**src/rtl/ysyx_23060042_ifu.sv**
```systemverilog
// Instruction fetch unit: drives a single-outstanding instruction-memory read
// port and hands one instruction at a time to the decoder with ready/valid.
module ysyx_23060042_ifu #(
    parameter logic [31:0] RESET_PC = 32'h8000_0000
) (
    input  logic        clk,
    input  logic        rst_n,

    output logic        mem_req_valid,
    input  logic        mem_req_ready,
    output logic [31:0] mem_req_addr,
    input  logic        mem_resp_valid,
    input  logic [31:0] mem_resp_data,
    input  logic        mem_resp_err,

    output logic        inst_valid,
    input  logic        inst_ready,
    output logic [31:0] inst,
    output logic [31:0] inst_pc,
    output logic        inst_fault,

    input  logic        redirect_valid,
    input  logic [31:0] redirect_pc
);

    typedef enum logic [1:0] {
        IDLE = 2'd0,
        REQ  = 2'd1,
        WAIT = 2'd2,
        OUT  = 2'd3
    } state_t;

    state_t      state;
    state_t      state_nxt;
    logic [31:0] pc;
    logic [31:0] pc_nxt;
    logic        drop;
    logic        drop_nxt;
    logic [31:0] inst_nxt;
    logic [31:0] inst_pc_nxt;
    logic        inst_fault_nxt;
    logic        pc_aligned;

    assign pc_aligned    = (pc[1:0] == 2'b00);
    assign mem_req_valid = (state == REQ) & ~redirect_valid & pc_aligned;
    assign mem_req_addr  = pc;
    assign inst_valid    = (state == OUT) & ~redirect_valid;

    always_ff @(posedge clk or negedge rst_n) begin
        if (!rst_n) begin
            state      <= IDLE;
            pc         <= RESET_PC;
            drop       <= 1'b0;
            inst       <= 32'd0;
            inst_pc    <= 32'd0;
            inst_fault <= 1'b0;
        end else begin
            state      <= state_nxt;
            pc         <= pc_nxt;
            drop       <= drop_nxt;
            inst       <= inst_nxt;
            inst_pc    <= inst_pc_nxt;
            inst_fault <= inst_fault_nxt;
        end
    end

    always_comb begin
        state_nxt      = state;
        pc_nxt         = pc;
        drop_nxt       = drop;
        inst_nxt       = inst;
        inst_pc_nxt    = inst_pc;
        inst_fault_nxt = inst_fault;

        unique case (state)
            IDLE: begin
                state_nxt = REQ;
            end

            REQ: begin
                if (redirect_valid) begin
                    pc_nxt = redirect_pc;
                end else if (!pc_aligned) begin
                    // A misaligned PC never reaches memory; it is reported as a fault.
                    state_nxt      = OUT;
                    inst_nxt       = 32'd0;
                    inst_fault_nxt = 1'b1;
                    inst_pc_nxt    = pc;
                end else if (mem_req_ready) begin
                    state_nxt = WAIT;
                end
            end

            WAIT: begin
                if (mem_resp_valid) begin
                    if (drop || redirect_valid) begin
                        // Stale response for a fetch the redirect already superseded.
                        drop_nxt  = 1'b0;
                        state_nxt = REQ;
                        if (redirect_valid) begin
                            pc_nxt = redirect_pc;
                        end
                    end else begin
                        inst_nxt       = mem_resp_data;
                        inst_fault_nxt = mem_resp_err;
                        inst_pc_nxt    = pc;
                        state_nxt      = OUT;
                    end
                end else if (redirect_valid) begin
                    // The request is still in flight: remember to discard its response.
                    pc_nxt   = redirect_pc;
                    drop_nxt = 1'b1;
                end
            end

            OUT: begin
                if (redirect_valid) begin
                    pc_nxt    = redirect_pc;
                    state_nxt = REQ;
                end else if (inst_ready) begin
                    pc_nxt    = pc + 32'd4;
                    state_nxt = REQ;
                end
            end

            default: begin
                state_nxt = IDLE;
            end
        endcase
    end

endmodule

```
**config.mk**
```make
export PLATFORM = sky130hd
export DESIGN_NAME = ysyx_23060042_ifu
export DESIGN_NICKNAME = d
export VERILOG_FILES = /design/src/rtl/ysyx_23060042_ifu.sv
export SDC_FILE = /design/constraint.sdc
export NUM_CORES = 1
export LEC_CHECK = 0
export CAP_MARGIN = 20
export CELL_PAD_IN_SITES_DETAIL_PLACEMENT = 0
export CELL_PAD_IN_SITES_GLOBAL_PLACEMENT = 1
export CORE_UTILIZATION = 30
export CTS_CLUSTER_SIZE = 28
export DETAILED_ROUTE_END_ITERATION = 8
export PLACE_DENSITY_LB_ADDON = 0.1
export SKIP_CTS_REPAIR_TIMING = 1
export SLEW_MARGIN = 5
export SYNTH_ARGS = -nofsm -noshare
export SYNTH_HDL_FRONTEND = slang
export SYNTH_SLANG_ARGS = --single-unit
```
**constraint.sdc**
```tcl
create_clock -name clk -period 4.8 [get_ports clk]
set_input_delay 0.96 -clock clk [delete_from_list [all_inputs] [get_ports clk]]
set_output_delay 0.96 -clock clk [all_outputs]
set_load 0.01 [all_outputs]
```
---- Word-level counts from Yosys, hierarchy flattened ----
Cells that the tools add are included.
storage, ports and cells
  bits in registers ....................... 100
  output and inout bits ................... 99
  logic and storage cells ................. 64
operators by class
  add/subtract/negate cells ............... 1
  eq/ne operators ......................... 11
  multiplexer cells ....................... 32
  bitwise logic cells ..................... 4
  reductions and logical operators ........ 10
operator list
  operator                                                                 number
  32-bit two-way mux                                                       13
  32-bit one-hot mux with 2 select lines                                   2
  32-bit one-hot mux with 3 select lines                                   1
  32-bit by 3-bit adder with 32-bit output, second input constant          1
  2-bit two-way mux                                                        7
  3-bit inequality test, second input constant                             3
  2-bit inequality test, second input constant                             4
  2-bit one-hot mux with 4 select lines                                    1
  1-bit two-way mux                                                        7
  3-bit AND reduction                                                      2
  5-bit AND reduction                                                      1
  2-bit equality test, second input constant                               2
  2-bit zero test                                                          2
  4-bit AND reduction                                                      1
  2-bit nonzero test                                                       2
  1-bit AND                                                                3
  3-bit nonzero test                                                       1
  2-bit by 1-bit equality test with 1-bit output, second input constant    1
  2-bit by 1-bit inequality test with 1-bit output, second input constant  1
  1-bit one-hot mux with 2 select lines                                    1
  1-bit logical OR                                                         1
  1-bit inverter                                                           1

---- Depth between registers and ports, before layout ----
Gate-level depths: netlist (run 1).
  depth in word-level cells ............... 4
  depth in mapped cells ................... 10

---- Worst setup path before layout (run 1) ----
No wires, ideal clock.
  path kind ............................... in2out
  start ................................... input redirect_valid
  end ..................................... output inst_valid
  arrival ................................. 1.857 ns
  required time ........................... 3.840 ns
  setup slack ............................. 1.983 ns
  stages .................................. 5
  path buffers ............................ 3
  cell sequence ........................... nand2b_1 buf_2 inv_1 clkbuf_1 buf_2
between the ends
  word-level cells in the longest chain between the ends .. 2
RTL lines
  what             RTL line  text
  start, declared  22        input logic redirect_valid,
  1-bit inverter   47        assign inst_valid = (state == OUT) & ~redirect_valid;
  1-bit AND        47
  end, declared    16        output logic inst_valid,
Every way passes these cells.

---- Worst setup path in the final report (run 1) ----
Same ends and word-level chain as after synthesis.

==> results of run 1 <==
per-stage QoR:
| stage | cell area (um^2) | instances |
|---|---|---|
| final | 6950 | 866 |
| after global routing | 6950 | 866 |
| after CTS | 6930 | 865 |
| after detailed placement | 6620 | 851 |
| after global placement | 6620 | 851 |
| after floorplan | 4730 | 496 |
routing by layer:
metal  vias up  global-route usage [%]
met5         -                       0
met4         0                    6.09
met3        11                    2.55
met2       130                    29.9
met1      2050                    24.2
li1       2077                       -
final cells by class:
class,count,area (um^2),share of cell area (%)
Clock inverter,2,60.1,0.865
Clock buffer,12,246,3.55
Inverter,10,37.5,0.540
Timing Repair Buffer,176,1750,25.3
Sequential cell,100,2500,36.0
Multi-Input combinational cell,355,2080,30.0
Tap cell,211,264,3.80
power breakdown:
| part | leakage (nW) | total [W] | switching (W) | internal [W] |
|---|---|---|---|---|
| Sequential | 1.23 | 0.00159 | 0.000366 | 0.00122 |
| Combinational | 1.39 | 0.00205 | 0.000947 | 0.00110 |
| Clock | 0.149 | 0.000775 | 0.000309 | 0.000466 |
cells in the final DEF, fill, tap and decap left out, types with 4 or more instances in the layout:
master	instances
clkdlybuf4s50_1	168
nand2_1	109
dfrtp_1	99
o21ai_0	55
mux2_2	29
a21oi_1	27
nor2_1	24
nor3_1	11
inv_1	10
nand4_1	10
nand3_1	10
clkbuf_16	9
o22ai_1	8
buf_4	7
nor4_1	6
ha_1	5
or3_1	4
mux2i_1	4
o22a_1	4
a2bb2oi_1	4
a31oi_1	4
tightest hold or removal path: stages (launching register included):
cell	delay [ns]
dfrtp_1	0.34
nand2_1	0.05
o21ai_0	0.06
path summary, 6_finish.rpt:
check | to | start | slack (ns)
setup / recovery | inst_valid | redirect_valid | 1.41
hold reg to reg | inst[5] | inst[5] | 0.48
max in group asynchronous | inst_pc[27] | rst_n | 3.01
setup reg to reg | mem_req_addr[30] | state[0] | 1.58
hold / removal | inst[5] | inst[5] | 0.48
min in group asynchronous | inst[1] | rst_n | 0.70
flip-flops by register name, indices dropped and copies added, names as in the netlist:
register and cells:
state 2, drop 1, inst_pc 32, inst 32
mem_req_addr 32, inst_fault 1
cell families (layout without fill, tap and decap cells):
logic type	Yosys count	in the layout
AOI/OAI and AO/OA	127	127
adders and majority gates	5	5
buffers and inverters	41	200
DFF	100	100
muxes	33	33
and+or+nand+nor	190	190
==> key figures, run 1 <==
Synthesis
  – Largest family of logic cells by synthesized area: simple AND/OR/NAND/NOR gates
  – Post-synthesis mux area share: 7.75%
  – Gate Count Post-Synth: 496
  – Post-synth design cell area: 4730 um^2
  – Synth top cells by count: nand2_1, dfrtp_1, o21ai_0, mux2_2, a21oi_1
  – Mapped Nets: 572
  – Asr flop ratio synth: 100%
  – Ys Warns: 0
  – Post-synth top area cell: dfrtp_1
  – Most common flop cell mapped by yosys: dfrtp_1
  – Post-synth EDFFs: 0
  – Mean Syn Cell Area: 9.54 um^2
  – XOR/XNOR Fraction of Synth Area: 0%
  – Post-synthesis sequential area ratio: 52.9%
  – Post-Synth Adder-Cell Area: 1.32%
  – Synth area leaders: dfrtp_1, nand2_1, mux2_2, o21ai_0, a21oi_1
  – Post-synthesis cell type count: 48
  – Yosys reg bits: 100
  – Cell with the most instances after synthesis: nand2_1
  – Compound-cell area share of the yosys netlist: 16.2%
  – Share of the synthesized area in the top cell type: 52.4%
  – Simple-Gate Fraction of Synth Area: 18.4%

Detailed routing
  – Max layer used: met4
  – DRC: 0
  – Avg WL per Cell: 16.4 um
  – WL met3: 614 um
  – Initial DRC Count: 266
  – Routed wl met2: 6700 um
  – Routed Antenna Nets: 0
  – Via/cell ratio: 4.93
  – Drt first pass iters: 4
  – DR vias: 4,268
  – WL met1: 6710 um
  – DRT Wirelength: 14,200 um

Worst setup path
  – Crit path top cell by count: clkdlybuf4s50_1
  – Worst path depth: 4
  – Worst-path cell chain: clkdlybuf4s50_1, nand2b_1, inv_1, clkdlybuf4s50_1
  – Critical Path Source Type: input port
  – Critical path fanouts, max: 8
  – Worst Path Buf+Inv: 3
  – CP max stage delay: 0.56 ns
  – CP top delay family: buffers and inverters
  – Worst EP arrival: 2.43 ns
  – WS Path Type: input port to output port
  – R2R cell count: 7
  – Critical Path Slowest Stage Cell: clkdlybuf4s50_1
  – Required @ worst endpoint: 3.84 ns
  – Crit. End Element: output port

Timing
  – Final count of hold timing violations: 0
  – Clock skew: 0.00563 ns
  – Setup violators final: 0
  – Tightest Pin Transition: 1.04 ns
  – Peak Freq: 295 MHz
  – WHS: 0.479 ns
  – Setup WS post-layout: 1.41 ns
  – Setup tns final: 0 ns
  – Worst relative slew slack: 30.8%
  – Max-slew violation count: 0
  – RSZ-0062 raised after global routing: no
  – Min cycle time layout: 3.39 ns
  – Share of the clock period used by the worst path: 70.6%

Clock tree
  – CTS clock-pin slew for the worst setup and hold paths: 0.06 ns
  – CTS tree: done
  – CTS Buf Count: 9
  – Root Buffer: clkbuf_16
  – CTS Sinks: 100
  – Clock Path Buffers: 2
  – H-tree Lvls: 3
  – Clk Latency, worst-skew pair: 0.35 ns

Global routing
  – Largest net degree at the start of global routing: 103
  – First-pass GRT wire length: 22,700 um
  – Tot GR Track Use: 18.0%
  – Total gr overflow: 0
  – Vias in the first global route: 4,184
  – Initial antenna violation count: 0

Pwr
  – Peak VDD IR: 279 uV
  – Leakage: 2.77 nW
  – Power per cell area: 635 nW/um^2
  – Total power: 0.00441 W

Place
  – RePlAce Congestion: 0.767
  – Pre-CTS setup slack: 1.34 ns
  – Post-DP HPWL: 9840 um
  – Port bufs: 169

Layout
  – Filler instances: 1,520
  – Antenna diodes: 0
  – Final Core Density: 45.4%
  – Fraction of layout cells with a size suffix above 1: 9.01%
  – Layout area overhead: 46.8%
  – Final net count: 728

Floorplanning
  – # IOs: 170
  – DIE AREA: 16,300 um^2
  – DIE WIDTH: 128 um
  – Initial Util: 30.9%
  – Die Ht: 128 um
  – # rows: 45
  – Core ar.: 15,300 um^2

Hold path
  – Worst hold path class: flop to flop
  – WHS Path Cells: 2

Flow run
  – Maxcap violations: 0

Status
  – Status: completed
(Power assumes the default switching activity.)
==> run 2: changes to the inputs <==
- clock period: 4.8 -> 2.83 ns (I/O delays scaled with it)
==> key figures, run 2 (synthesized netlist as in run 1, its figures left out) <==
Pwr
  – Sw Share: 36.4%
  – Peak VDD IR: 535 uV
  – Leakage: 2.85 nW
  – Int Pwr: 0.00490 W
  – Register share of total power: 35.0%
  – Total power: 0.00770 W
  – Logic pwr share: 45.8%
  – Power share of the clock group: 19.2%
  – Switching power total: 0.00281 W
  – Power per cell area: 1090 nW/um^2

Detailed routing
  – Avg WL per Cell: 16.5 um
  – DRC: 0
  – DRT Wirelength: 14,500 um
  – Routed Antenna Nets: 0
  – Drt first pass iters: 4
  – Initial DRC Count: 227
  – Via/cell ratio: 4.89
  – DR vias: 4,301

Global routing
  – Largest net degree at the start of global routing: 55
  – Vias in the first global route: 4,231
  – Tot GR Track Use: 18.5%
  – GRT Max-Usage Layer: met2
  – Global Route met2 Usage: 29.9%
  – Initial antenna violation count: 0
  – M3 GR Usage: 4.69%
  – Total gr overflow: 0
  – First-pass GRT wire length: 23,100 um
  – Met1 Usage GRT: 24.5%

Timing
  – Min cycle time layout: 2.62 ns
  – Final count of hold timing violations: 0
  – Tightest Pin Transition: 0.748 ns
  – Clock skew: 0.00551 ns
  – Peak Freq: 382 MHz
  – Worst relative slew slack: 49.7%
  – Setup violators final: 0
  – Setup tns final: 0 ns
  – Share of the clock period used by the worst path: 92.5%
  – WHS: 0.268 ns
  – Max-slew violation count: 0
  – RSZ-0062 raised after global routing: no

Worst setup path
  – Worst-path cell chain: clkdlybuf4s50_1, nand2b_1, inv_1, clkdlybuf4s50_1
  – Worst r2r src: state[0]
  – Crit. End Element: output port
  – Reg2Reg Setup Slack: 0.58 ns
  – Crit path top cell by count: clkdlybuf4s50_1
  – R2R cell count: 7
  – Critical path fanouts, max: 8
  – FF-to-FF End: inst_pc[14]
  – Critical Path Source Type: input port
  – Required @ worst endpoint: 2.26 ns
  – Worst path depth: 4
  – CP max stage delay: 0.57 ns
  – CP top delay family: buffers and inverters
  – WS Path Type: input port to output port
  – Critical Path Slowest Stage Cell: clkdlybuf4s50_1
  – Worst Path Buf+Inv: 3
  – Worst EP arrival: 2.05 ns

Floorplanning
  – Core ar.: 15,300 um^2
  – Die Ht: 128 um
  – Initial Util: 30.9%
  – DIE WIDTH: 128 um
  – DIE AREA: 16,300 um^2
  – # rows: 45
  – # IOs: 170

Clock tree
  – CTS clock-pin slew for the worst setup and hold paths: 0.07 ns
  – H-tree Lvls: 3
  – Clock Path Buffers: 2
  – CTS Sinks: 100
  – CTS Buf Count: 9
  – Clk Latency, worst-skew pair: 0.35 ns
  – CTS tree: done
  – Root Buffer: clkbuf_16

Hold path
  – Worst hold path class: input port to asynchronous set/reset pin

Flow run
  – Maxcap violations: 0

Layout
  – Most frequent cells in the layout: clkdlybuf4s50_1, nand2_1, dfrtp_1, o21ai_0, mux2_2
  – Final net count: 739
  – Commonest non-fill, non-tap cell in the layout: clkdlybuf4s50_1
  – Filler instances: 1,496
  – Antenna diodes: 0
  – Fraction of layout cells with a size suffix above 1: 11.1%
  – Layout area overhead: 49.7%

Place
  – Post-DP HPWL: 10,300 um
  – RePlAce Congestion: 0.773
  – Port bufs: 169

Status
  – Status: completed
[run 2: cell type report]
class | count | area (um^2) | share of cell area [%]
clock buffer | 11 | 253 | 3.57
clock inverter | 5 | 106 | 1.50
inverter | 10 | 37.5 | 0.530
multi-input combinational | 355 | 2080 | 29.4
sequential | 100 | 2500 | 35.4
tap | 211 | 264 | 3.73
timing repair buffer | 187 | 1840 | 25.9
[run 2: per-layer routing]
metal  part of all wire, %  vias up
met5                     0        -
met1                    45     2055
met2                    48      147
met4                   1.4        0
li1                      -     2088
met3                   5.7       11
[run 2: power groups by stage]
stage	Clock (W)	Combinational, W	Sequential [W]
floorplan	0	0.00147	0.00286
global placement	0	0.00352	0.00270
detailed placement	0	0.00357	0.00273
CTS	0.00153	0.00358	0.00271
global route	0.00158	0.00387	0.00281
finish	0.00148	0.00353	0.00270
[run 2: per-stage QoR]
step	cell area (um^2)	util, %	setup slack [ns]	std cells
floorplan	4730	-	0.765	496
global placement	6720	43.9	0.220	863
detailed placement	6720	43.9	0.205	863
CTS	7080	46.2	0.233	879
global route	7080	46.2	0.175	879
finish	7080	46.2	0.212	879
[run 2: worst max-delay path by stage]
stage | startpoint | endpoint | slack (ns)
6_report | redirect_valid | inst_valid | 0.21
4_1_cts | redirect_valid | inst_valid | 0.23
5_1_grt | redirect_valid | inst_valid | 0.18
3_3_place_gp | redirect_valid | inst_valid | 0.22
3_5_place_dp | redirect_valid | mem_req_addr[29] | 0.20
2_1_floorplan | state[0] | mem_req_addr[29] | 0.76
==> run 3: changes to the inputs <==
- CTS_BUF_LIST: default -> sky130_fd_sc_hd__clkbuf_4
- MAX_ROUTING_LAYER: default -> met4
- PLACE_DENSITY: default -> 0.88
- PLACE_DENSITY_LB_ADDON: 0.1 -> default
==> key figures, run 3 (synthesized netlist as in run 1, its figures left out) <==
Status
  – Status: completed

Layout
  – Fraction of layout cells with a size suffix above 1: 10.7%
  – Final net count: 737
  – Most frequent cells in the layout: clkdlybuf4s50_1, nand2_1, dfrtp_1, o21ai_0, mux2_2
  – Antenna diodes: 0
  – Commonest non-fill, non-tap cell in the layout: clkdlybuf4s50_1
  – Layout area overhead: 44.0%

Pwr
  – Peak VDD IR: 496 uV
  – Switching power total: 0.00279 W
  – Power share of the clock group: 10.1%
  – Int Pwr: 0.00413 W
  – Power per cell area: 1020 nW/um^2
  – Total power: 0.00692 W
  – Sw Share: 40.3%
  – Register share of total power: 39.2%
  – Leakage: 2.72 nW
  – Logic pwr share: 50.7%

Detailed routing
  – Avg WL per Cell: 16.4 um
  – Initial DRC Count: 259
  – DRT Wirelength: 14,400 um
  – Via/cell ratio: 5.01
  – Routed Antenna Nets: 0
  – DR vias: 4,394
  – DRC: 0
  – Drt first pass iters: 5

Global routing
  – GRT Max-Usage Layer: met2
  – First-pass GRT wire length: 22,600 um
  – Initial antenna violation count: 0
  – Global Route met2 Usage: 28.1%
  – M3 GR Usage: 6.70%
  – Vias in the first global route: 4,226
  – Total gr overflow: 0
  – Tot GR Track Use: 18.5%
  – Largest net degree at the start of global routing: 65
  – Met1 Usage GRT: 23.8%

Worst setup path
  – Critical Path Source Type: flop
  – R2R cell count: 8
  – Worst r2r src: state[0]
  – Worst EP arrival: 2.07 ns
  – Required @ worst endpoint: 2.26 ns
  – Reg2Reg Setup Slack: 0.59 ns
  – Critical path fanouts, max: 6
  – WS Path Type: flop to output port
  – Crit. End Element: output port
  – FF-to-FF End: mem_req_addr[26]

Clock tree
  – Clk Latency, worst-skew pair: 0.48 ns
  – CTS tree: done
  – Clock Path Buffers: 2
  – CTS clock-pin slew for the worst setup and hold paths: 0.16 ns
  – CTS Buf Count: 9
  – CTS Sinks: 100
  – Root Buffer: clkbuf_4
  – H-tree Lvls: 3

Place
  – Port bufs: 169
  – Post-DP HPWL: 10,400 um
  – RePlAce Congestion: 0.830

Timing
  – Setup tns final: 0 ns
  – Share of the clock period used by the worst path: 93.0%
  – Max-slew violation count: 0
  – Clock skew: 0.0125 ns
  – Worst relative slew slack: 51.1%
  – Final count of hold timing violations: 0
  – Peak Freq: 380 MHz
  – RSZ-0062 raised after global routing: no
  – Min cycle time layout: 2.63 ns
  – WHS: 0.104 ns
  – Tightest Pin Transition: 0.727 ns
  – Setup violators final: 0

Hold path
  – Worst hold path class: input port to asynchronous set/reset pin

Floorplanning
  – Initial Util: 30.9%
  – DIE AREA: 16,300 um^2
  – # rows: 45
  – Core ar.: 15,300 um^2
  – # IOs: 170
  – Die Ht: 128 um
  – DIE WIDTH: 128 um

Flow run
  – Maxcap violations: 0
run 3: how the worst max path moves through the flow:
stage	startpoint	endpoint	slack [ns]	cells after the start
2_1_floorplan	state[0]	mem_req_addr[29]	0.76	9
3_3_place_gp	redirect_valid	mem_req_addr[26]	0.28	7
3_5_place_dp	redirect_valid	mem_req_addr[26]	0.26	7
4_1_cts	state[1]	mem_req_valid	0.16	5
5_1_grt	state[1]	mem_req_valid	0.03	5
6_report	state[1]	mem_req_valid	0.20	5
run 3: per-layer routing:
metal / routed length [um] / vias to the layer above
met3: 1530 / 10
met4: 106 / 0
met2: 6480 / 206
met1: 6310 / 2093
li1: - / 2085
met5: 0 / -
run 3: cell type report:
| class | count | area (um^2) |
|---|---|---|
| clock buffer | 9 | 67.6 |
| clock inverter | 7 | 50.0 |
| fill | 1458 | 8500 |
| inverter | 10 | 37.5 |
| multi-input combinational | 355 | 2080 |
| sequential | 100 | 2500 |
| tap | 211 | 264 |
| timing repair buffer | 185 | 1810 |
run 3: through the flow:
step	setup slack (ns)	util [%]	cell area (um^2)	cells
after CTS	0.162	44.5	6810	877
final	0.198	44.5	6810	877
after floorplan	0.765	-	4730	496
after detailed placement	0.258	43.7	6700	861
after global routing	0.0318	44.5	6810	877
after global placement	0.277	43.7	6700	861
run 3: critical path, cell delays in order (launching register included):
cell and delay [ns]:
dfrtp_1 0.44, inv_1 0.11, ha_1 0.29, nand2_1 0.10, nor2_1 0.10, clkdlybuf4s50_1 0.56
run 3: power by group through the flow:
stage	Combinational (W)	Sequential, W	Clock (W)
finish	0.00351	0.00272	0.000696
global route	0.00383	0.00281	0.000793
CTS	0.00353	0.00272	0.000739
detailed placement	0.00351	0.00276	0
global placement	0.00346	0.00270	0
floorplan	0.00147	0.00286	0
